==> config.mk <==
export PLATFORM = sky130hd
export DESIGN_NAME = id_ex_stage
export DESIGN_NICKNAME = d
export VERILOG_FILES = /design/src/rtl/riscv_pkg.sv /design/src/rtl/load_use_detect.sv /design/src/rtl/id_ex_stage.sv
export SDC_FILE = /design/constraint.sdc
export NUM_CORES = 1
export LEC_CHECK = 0
export ABC_CLOCK_PERIOD_IN_PS = 5630
export BUFFER_PORTS_ARGS = -buffer_cell sky130_fd_sc_hd__buf_2
export CAP_MARGIN = 20
export CORE_MARGIN = 4
export CORE_UTILIZATION = 35
export CTS_BUF_LIST = sky130_fd_sc_hd__clkbuf_4 sky130_fd_sc_hd__clkbuf_8
export DETAILED_ROUTE_END_ITERATION = 7
export PLACE_DENSITY = 0.66
export SETUP_SLACK_MARGIN = 0.05
export SYNTH_ARGS = -nofsm -noshare
export SYNTH_HDL_FRONTEND = slang
export SYNTH_SLANG_ARGS = --single-unit
==> constraint.sdc <==
create_clock -name clk -period 5.63 [get_ports clk]
set_input_delay 0.563 -clock clk [delete_from_list [all_inputs] [get_ports clk]]
set_output_delay 0.563 -clock clk [all_outputs]
set_load 0.02 [all_outputs]
==> src/rtl/riscv_pkg.sv <==
// Shared RISC-V pipeline definitions: opcodes, ALUOp encodings, the control
// bundle carried down the pipe and the ID/EX register action select.
package riscv_pkg;

    localparam logic [6:0] OP_RTYPE  = 7'b0110011;
    localparam logic [6:0] OP_LOAD   = 7'b0000011;
    localparam logic [6:0] OP_STORE  = 7'b0100011;
    localparam logic [6:0] OP_BRANCH = 7'b1100011;

    localparam logic [1:0] ALUOP_ADD   = 2'b00;
    localparam logic [1:0] ALUOP_SUB   = 2'b01;
    localparam logic [1:0] ALUOP_FUNCT = 2'b10;

    typedef struct packed {
        logic       branch;
        logic       mem_read;
        logic       mem_to_reg;
        logic [1:0] alu_op;
        logic       mem_write;
        logic       alu_src;
        logic       reg_write;
    } ctrl_t;

    localparam ctrl_t CTRL_NOP = ctrl_t'(8'h00);

    typedef enum logic [1:0] {
        ACT_LOAD   = 2'b00,
        ACT_HOLD   = 2'b01,
        ACT_BUBBLE = 2'b10
    } idex_act_t;

    // A control bundle that does not belong to a real instruction is a NOP.
    function automatic ctrl_t ctrl_gate(input ctrl_t c, input logic valid);
        if (valid) begin
            return c;
        end else begin
            return CTRL_NOP;
        end
    endfunction

endpackage

==> src/rtl/load_use_detect.sv <==
// Combinational load-use hazard detector: a load in EX whose destination is
// read by the instruction in ID forces one bubble.
module load_use_detect (
    input  logic       ex_valid,
    input  logic       ex_mem_read,
    input  logic [4:0] ex_rd,
    input  logic       id_valid,
    input  logic [4:0] id_rs1,
    input  logic [4:0] id_rs2,
    input  logic       id_reg_write,
    input  logic       id_mem_write,
    input  logic       id_branch,
    input  logic       id_mem_read,
    input  logic       id_alu_src,
    output logic       hazard
);

    logic uses_rs1_s;
    logic uses_rs2_s;
    logic load_in_ex_s;

    // rs2 is only a real source for stores, branches and register-register ALU ops
    assign uses_rs1_s   = id_reg_write | id_mem_write | id_branch | id_mem_read;
    assign uses_rs2_s   = id_mem_write | id_branch | (id_reg_write & ~id_alu_src);
    assign load_in_ex_s = ex_valid & ex_mem_read & (ex_rd != 5'd0);

    assign hazard = load_in_ex_s & id_valid &
                    ((uses_rs1_s & (ex_rd == id_rs1)) |
                     (uses_rs2_s & (ex_rd == id_rs2)));

endmodule

==> src/rtl/id_ex_stage.sv <==
// ID/EX pipeline register with load-use bubble insertion, branch flush,
// downstream hold and saturating bubble/flush performance counters.
module id_ex_stage
    import riscv_pkg::*;
#(
    parameter int XLEN  = 32,
    parameter int CNT_W = 16
) (
    input  logic            clk,
    input  logic            rst,
    input  logic            id_valid,
    input  logic [XLEN-1:0] id_pc,
    input  logic [XLEN-1:0] id_rs1_data,
    input  logic [XLEN-1:0] id_rs2_data,
    input  logic [XLEN-1:0] id_imm,
    input  logic [4:0]      id_rs1,
    input  logic [4:0]      id_rs2,
    input  logic [4:0]      id_rd,
    input  logic [2:0]      id_funct3,
    input  logic            id_funct7_b5,
    input  logic            id_branch,
    input  logic            id_mem_read,
    input  logic            id_mem_to_reg,
    input  logic            id_mem_write,
    input  logic            id_alu_src,
    input  logic            id_reg_write,
    input  logic [1:0]      id_alu_op,
    input  logic            flush,
    input  logic            ex_hold,
    output logic            stall_front,
    output logic            ex_valid,
    output logic [XLEN-1:0] ex_pc,
    output logic [XLEN-1:0] ex_rs1_data,
    output logic [XLEN-1:0] ex_rs2_data,
    output logic [XLEN-1:0] ex_imm,
    output logic [4:0]      ex_rs1,
    output logic [4:0]      ex_rs2,
    output logic [4:0]      ex_rd,
    output logic [2:0]      ex_funct3,
    output logic            ex_funct7_b5,
    output logic            ex_branch,
    output logic            ex_mem_read,
    output logic            ex_mem_to_reg,
    output logic            ex_mem_write,
    output logic            ex_alu_src,
    output logic            ex_reg_write,
    output logic [1:0]      ex_alu_op,
    output logic [CNT_W-1:0] bubble_cnt,
    output logic [CNT_W-1:0] flush_cnt
);

    typedef struct packed {
        logic [XLEN-1:0] pc;
        logic [XLEN-1:0] rs1_data;
        logic [XLEN-1:0] rs2_data;
        logic [XLEN-1:0] imm;
        logic [4:0]      rs1;
        logic [4:0]      rs2;
        logic [4:0]      rd;
        logic [2:0]      funct3;
        logic            funct7_b5;
    } data_t;

    localparam data_t DATA_ZERO = data_t'({$bits(data_t){1'b0}});

    data_t      id_data_s, nxt_data_s, ex_data_r;
    ctrl_t      id_ctrl_s, nxt_ctrl_s, ex_ctrl_r;
    logic       nxt_valid_s, ex_valid_r;
    logic       hazard_s, bubble_inc_s;
    idex_act_t  act_s;
    logic [CNT_W-1:0] bubble_cnt_r, flush_cnt_r;

    function automatic logic [CNT_W-1:0] sat_inc(input logic [CNT_W-1:0] v);
        if (v == {CNT_W{1'b1}}) begin
            return v;
        end else begin
            return v + {{(CNT_W-1){1'b0}}, 1'b1};
        end
    endfunction

    load_use_detect u_detect (
        .ex_valid     (ex_valid_r),
        .ex_mem_read  (ex_ctrl_r.mem_read),
        .ex_rd        (ex_data_r.rd),
        .id_valid     (id_valid),
        .id_rs1       (id_rs1),
        .id_rs2       (id_rs2),
        .id_reg_write (id_reg_write),
        .id_mem_write (id_mem_write),
        .id_branch    (id_branch),
        .id_mem_read  (id_mem_read),
        .id_alu_src   (id_alu_src),
        .hazard       (hazard_s)
    );

    // Flush overrides everything, including a stall request, so the front end keeps fetching the target
    assign stall_front  = ~flush & (ex_hold | hazard_s);
    assign bubble_inc_s = (act_s == ACT_BUBBLE) & ~flush;

    // Select the register action and form the next ID/EX contents
    always_comb begin
        id_ctrl_s = '{branch: id_branch, mem_read: id_mem_read, mem_to_reg: id_mem_to_reg,
                      alu_op: id_alu_op, mem_write: id_mem_write, alu_src: id_alu_src,
                      reg_write: id_reg_write};
        id_data_s = '{pc: id_pc, rs1_data: id_rs1_data, rs2_data: id_rs2_data, imm: id_imm,
                      rs1: id_rs1, rs2: id_rs2, rd: id_rd, funct3: id_funct3,
                      funct7_b5: id_funct7_b5};
        if (flush) begin
            act_s = ACT_BUBBLE;
        end else if (ex_hold) begin
            act_s = ACT_HOLD;
        end else if (hazard_s) begin
            act_s = ACT_BUBBLE;
        end else begin
            act_s = ACT_LOAD;
        end
        nxt_valid_s = ex_valid_r;
        nxt_ctrl_s  = ex_ctrl_r;
        nxt_data_s  = ex_data_r;
        case (act_s)
            ACT_LOAD: begin
                nxt_valid_s = id_valid;
                nxt_ctrl_s  = ctrl_gate(id_ctrl_s, id_valid);
                nxt_data_s  = id_data_s;
            end
            ACT_HOLD: begin
                nxt_valid_s = ex_valid_r;
            end
            ACT_BUBBLE: begin
                nxt_valid_s = 1'b0;
                nxt_ctrl_s  = CTRL_NOP;
                nxt_data_s  = DATA_ZERO;
            end
            default: begin
                nxt_valid_s = 1'b0;
                nxt_ctrl_s  = CTRL_NOP;
                nxt_data_s  = DATA_ZERO;
            end
        endcase
    end

    // ID/EX register
    always_ff @(posedge clk or posedge rst) begin
        if (rst) begin
            ex_valid_r <= 1'b0;
            ex_ctrl_r  <= CTRL_NOP;
            ex_data_r  <= DATA_ZERO;
        end else begin
            ex_valid_r <= nxt_valid_s;
            ex_ctrl_r  <= nxt_ctrl_s;
            ex_data_r  <= nxt_data_s;
        end
    end

    // Saturating performance counters
    always_ff @(posedge clk or posedge rst) begin
        if (rst) begin
            bubble_cnt_r <= {CNT_W{1'b0}};
            flush_cnt_r  <= {CNT_W{1'b0}};
        end else begin
            if (bubble_inc_s) begin
                bubble_cnt_r <= sat_inc(bubble_cnt_r);
            end
            if (flush) begin
                flush_cnt_r <= sat_inc(flush_cnt_r);
            end
        end
    end

    assign ex_valid      = ex_valid_r;
    assign ex_pc         = ex_data_r.pc;
    assign ex_rs1_data   = ex_data_r.rs1_data;
    assign ex_rs2_data   = ex_data_r.rs2_data;
    assign ex_imm        = ex_data_r.imm;
    assign ex_rs1        = ex_data_r.rs1;
    assign ex_rs2        = ex_data_r.rs2;
    assign ex_rd         = ex_data_r.rd;
    assign ex_funct3     = ex_data_r.funct3;
    assign ex_funct7_b5  = ex_data_r.funct7_b5;
    assign ex_branch     = ex_ctrl_r.branch;
    assign ex_mem_read   = ex_ctrl_r.mem_read;
    assign ex_mem_to_reg = ex_ctrl_r.mem_to_reg;
    assign ex_mem_write  = ex_ctrl_r.mem_write;
    assign ex_alu_src    = ex_ctrl_r.alu_src;
    assign ex_reg_write  = ex_ctrl_r.reg_write;
    assign ex_alu_op     = ex_ctrl_r.alu_op;
    assign bubble_cnt    = bubble_cnt_r;
    assign flush_cnt     = flush_cnt_r;

endmodule
==> qor.csv, run 1 <==
metric;value;unit
ys_types;38;
cts_resized;0;
tightestPinTransition;1.04;ns
cts_setup_buffers;0;
place_congestion;0.814;
slew_headroom;30.7;%
grt_pass1_wl;33600;um
nFillCells;1881;
track_usage;17.7;%
tns;0;ns
yosysWarnings;0;
drt_iter0_markers;344;
antenna_left;0;
via_per_inst;5.03;
cts_tree;done;
rows;52;
regToRegSetupSlack;3.17;ns
synthCells;524;
synth_edf_count;0;
irDropWorstVdd;151;uV
root_buffer;clkbuf_8;
drv_slew;0;
worst_slack;2.83;ns
critPathCaptureType;output pin;
numPortBuffers;348;
die_w;153;um
route.detailed.drc;0;
path_clk_slew;0.12;ns
syn_area;7330;um2
hold_buffers;0;
synthArstFlopShare;100;%
rsz0062_at_grt;false;
avgSynthCellArea;14.0;um2
yosysTopAreaCell;dfrtp_1;
antennaDiodeCount;0;
min_period;2.80;ns
drtPass1Iterations;4;
wl;21000;um
routed-wl-met3;1580;um
clk_latency;0.46;ns
startpoint_type;flop;
synth_fp_nets;686;
drive_above_1_share;45.5;%
period_share;49.8;%
pin_count;349;
area_delta_synth_final;31.0;%
hold_viol;0;
power_density;294;nW/um2
yosys.area.top_type_share;64.2;%
worstPathArrival;2.24;ns
setup_viol;0;
yosysSeqAreaShare;64.2;%
yosysMostFrequentCell;dfrtp_1;
grt_pass1_vias;5898;
htreeDepth;4;
core_area;20400;um2
antenna_found_initial;1;
status;finished clean;
fin_skew;0.0244;ns
fmax;0.357;GHz
ys_ff_latch;188;
detailed_place_hpwl;15000;um
cellLeakagePower;5.22;nW
vias;5743;
hp-class;in2async;
avgRoutedWirePerCell;18.4;um
grt_max_degree;94;
critical_path_class;reg2out;
fp.dieH;153;um
wl_met2;10300;um
synthTopCellsByCount;dfrtp_1 (188), a22o_1 (148), xnor2_1 (31);
maxCapViolCount;0;
overflow;0;
wl_met1;8810;um
clkSinkCount;188;
fp.dieArea;23300;um2
cp_max_fo;17;
yosys-top-cells-area;dfrtp_1 (64%), a22o_1 (18%), xnor2_1 (3.7%);
post-place-ws;2.82;ns
r2r_start;ex_rd[3]$_DFFE_PP0P_;
cts.path.max_buffers;2;
ys.flop_type;dfrtp_1;
route.top_layer_used;met5;
numCtsBuffers;17;
required;5.07;ns
num-nets-final;1021;
initial_core_util;35.9;%
startpoint;ex_rd[3]$_DFFE_PP0P_;
-- per-stage QoR --
stage | util [%] | hold WS [ns] | power (W) | instances | instance area, um2
4_1_cts | 47.0 | 0.271 | 0.00287 | 1142 | 9600
3_3_place_gp | 45.2 | 0.469 | 0.00199 | 1110 | 9230
2_1_floorplan | - | 0.589 | 0.00180 | 524 | 7330
3_5_place_dp | 45.2 | 0.473 | 0.00199 | 1110 | 9230
6_report | 47.0 | 0.284 | 0.00282 | 1142 | 9600
5_1_grt | 47.0 | 0.268 | 0.00297 | 1142 | 9600
-- final cells by class --
type / instances / area [um2] / area share (%)
Sequential cell: 188 / 4700 / 49.0
Timing Repair Buffer: 355 / 1790 / 18.7
Clock buffer: 19 / 249 / 2.59
Clock inverter: 13 / 124 / 1.29
Inverter: 4 / 18.8 / 0.196
Tap cell: 270 / 338 / 3.52
Multi-Input combinational cell: 293 / 2370 / 24.7
-- power breakdown --
part	switching (W)	internal [W]	total (W)
Combinational	0.000278	0.000178	0.000456
Clock	0.000521	0.000336	0.000857
Sequential	0.0000717	0.00143	0.00151
-- layout by cell type (no fill, tap or decap), types with 2 or more instances in the layout --
cell type,netlist,routed
clkinvlp_4,0,2
inv_8,0,3
buf_4,7,7
xnor2_1,31,31
nand4_1,22,22
a22o_1,148,148
nor2_1,13,13
nand2_1,9,9
ha_1,2,2
clkbuf_8,0,17
and4_1,5,5
clkinv_4,0,3
xor2_1,7,7
a32o_1,8,8
buf_2,3,348
dfrtp_1,188,188
and3_1,9,9
mux2_2,2,2
nor3_1,6,6
nand3_1,12,12
clkbuf_4,0,2
inv_1,4,3
inv_6,0,4
-- worst max-delay path: stages (launching register included) --
cell	delay, ns
dfrtp_1	0.48
xnor2_1	0.27
o31ai_2	0.13
o22ai_4	0.47
a21oi_1	0.12
nor2_1	0.12
buf_2	0.20
-- per-layer routing --
| metal | up-vias | GRT usage, % |
|---|---|---|
| met1 | 2810 | 23.3 |
| met3 | 24 | 5.48 |
| met2 | 235 | 28.8 |
| met4 | 2 | 4.62 |
| met5 | - | 0 |
| li1 | 2672 | - |
-- logic make-up after synthesis --
kind of cell | Yosys count | share of synthesized area (%)
DFF | 188 | 64.2
AOI/OAI and AO/OA | 164 | 20.1
and+or+nand+nor | 85 | 6.52
buffers and inverters | 43 | 3.64
xor gates and xnor gates | 38 | 4.54
muxes | 4 | 0.598
adders and majority gates | 2 | 0.342
-- worst paths after layout --
| kind | to | depth (start not counted) |
|---|---|---|
| worst max-delay path | stall_front | 6 |
| worst min-delay path | flush_cnt[7]$_DFFE_PP0P_ | 3 |
| worst max register to register | ex_mem_to_reg$_DFFE_PP0P_ | 6 |
| worst min register to register | ex_mem_to_reg$_DFFE_PP0P_ | 1 |
| max in group asynchronous | ex_imm[9]$_DFFE_PP0P_ | 4 |
| min in group clk | ex_pc[3]$_DFFE_PP0P_ | 2 |
No activity file was read; power rests on OpenSTA's default activity.
==> run 2, diff against run 1 <==
Settings changed: ABC_CLOCK_PERIOD_IN_PS 5630 to 2800, PLACE_DENSITY 0.66 to not set.
Clock period 5.63 ns to 2.8 ns, I/O delays scaled along.
==> qor.csv, run 2 (synthesis results as in run 1) <==
metric;value;unit
path_clk_slew;0.11;ns
irDropWorstVdd;393;uV
place_congestion;0.814;
fp.dieH;153;um
slew_headroom;55.4;%
critPathCaptureType;output pin;
die_w;153;um
numCtsBuffers;17;
cp_num_buf_inv;1;
critical_path_class;reg2out;
use_met3;5.25;%
hold_viol;0;
rsz0062_at_grt;false;
use_met2;29.2;%
worstPathArrival;2.16;ns
pin_count;349;
regToRegSetupSlack;0.65;ns
detailed_place_hpwl;14800;um
wl;21300;um
grt_pass1_wl;34000;um
via_per_inst;4.98;
busiest_layer;met2;
drv_slew;0;
track_usage;17.9;%
final_cell_mix;buf_2 (348), dfrtp_1 (188), a22o_1 (148);
grt_max_degree;111;
clkSinkCount;188;
route.detailed.drc;0;
worst_slack;0.358;ns
grt_pass1_vias;6121;
hp-class;in2reg;
path_cells;xnor2_1 -> o41ai_2 -> o22ai_4 -> a21oi_1 -> nor2_1 -> buf_2;
area_delta_synth_final;38.6;%
tightestPinTransition;0.668;ns
startpoint_type;flop;
fp.dieArea;23300;um2
cts.path.max_buffers;2;
initial_core_util;35.9;%
numPortBuffers;348;
min_period;2.44;ns
critPathMaxStageDelay;0.45;ns
antenna_left;0;
tns;0;ns
status;finished clean;
drive_above_1_share;43.4;%
period_share;87.2;%
cp_top_family;compound AO/OA/AOI/OAI gates;
avgRoutedWirePerCell;17.9;um
final_common_cell;buf_2;
cp_max_fo;17;
cp_slowest_cell;dfrtp_1;
hold-worst-slack;0.0411;ns
num-nets-final;1066;
core_area;20400;um2
overflow;0;
htreeDepth;4;
cellLeakagePower;5.45;nW
power_density;577;nW/um2
post-place-ws;0.668;ns
maxCapViolCount;0;
clk_latency;0.45;ns
drtPass1Iterations;4;
setup_viol;0;
vias;5911;
drt_iter0_markers;287;
fmax;0.410;GHz
fin_skew;0.0141;ns
root_buffer;clkbuf_8;
rows;52;
cts_tree;done;
nFillCells;1873;
antenna_found_initial;1;
antennaDiodeCount;0;
required;2.52;ns
cts_resized;0;
use_met1;23.8;%
==> run 2: changes by cell type in the layout (fill, tap and decap cells not counted), moves of 2 or more <==
cell           change
dlygate4sd3_1     +44
buf_12             +6
buf_4              -5
clkbuf_4           -2
clkbuf_8           +2
inv_6              -2
inv_8              +2
==> run 2: per-layer routing <==
layer  share of wire (%)  wire length (um)
met3                 7.3              1560
met2                  48             10300
met1                  43              9160
met5               0.033                 7
met4                 1.2               251
==> run 2: worst paths after layout <==
path / from / end / depth (start not counted)
worst max register to register: ex_rd[4]$_DFFE_PP0P_ / ex_mem_read$_DFFE_PP0P_ / 6
max in group asynchronous: rst / ex_rs1[3]$_DFFE_PP0P_ / 4
worst min register to register: ex_reg_write$_DFFE_PP0P_ / ex_reg_write$_DFFE_PP0P_ / 1
min in group asynchronous: rst / ex_rs1_data[1]$_DFFE_PP0P_ / 3
worst min-delay path: id_rs1_data[7] / ex_rs1_data[7]$_DFFE_PP0P_ / 2
worst max-delay path: ex_rd[4]$_DFFE_PP0P_ / stall_front / 6
==> run 2: cell type report <==
class / instances / area (um2) / area share [%]
repair buffers: 400 / 2320 / 22.8
multi-input cells: 293 / 2370 / 23.3
clock buffers: 19 / 262 / 2.57
inverters: 4 / 18.8 / 0.185
clock inverters: 13 / 146 / 1.44
well taps: 270 / 338 / 3.33
flip-flops and latches: 188 / 4700 / 46.3
==> run 2: timing repair <==
item                                   4_1_cts  5_1_grt
hold buffers                                41        3
endpoints found under the hold margin       63        3
setup buffers                                0        0
==> run 2: metrics by stage <==
step	instances	utilization, %	instance area, um2	power [W]
floorplan	524	-	7330	0.00361
global placement	1111	45.6	9310	0.00402
detailed placement	1111	45.6	9310	0.00403
CTS	1184	49.6	10100	0.00595
global route	1187	49.7	10200	0.00617
finish	1187	49.7	10200	0.00586
==> run 2: worst reg2reg max path, delay by kind of cell, from the launching register on <==
family,cells,cell delay [ns]
flops,1,0.45
compound gates,4,1.10
xor+xnor,1,0.26
buf+inv,1,0.24
==> run 2: power by group <==
part	leakage, nW	switching, W	internal, W
Sequential	2.50	0.000145	0.00288
Clock	0.207	0.00105	0.000794
Combinational	2.74	0.000574	0.000410
Total	5.45	0.00177	0.00409
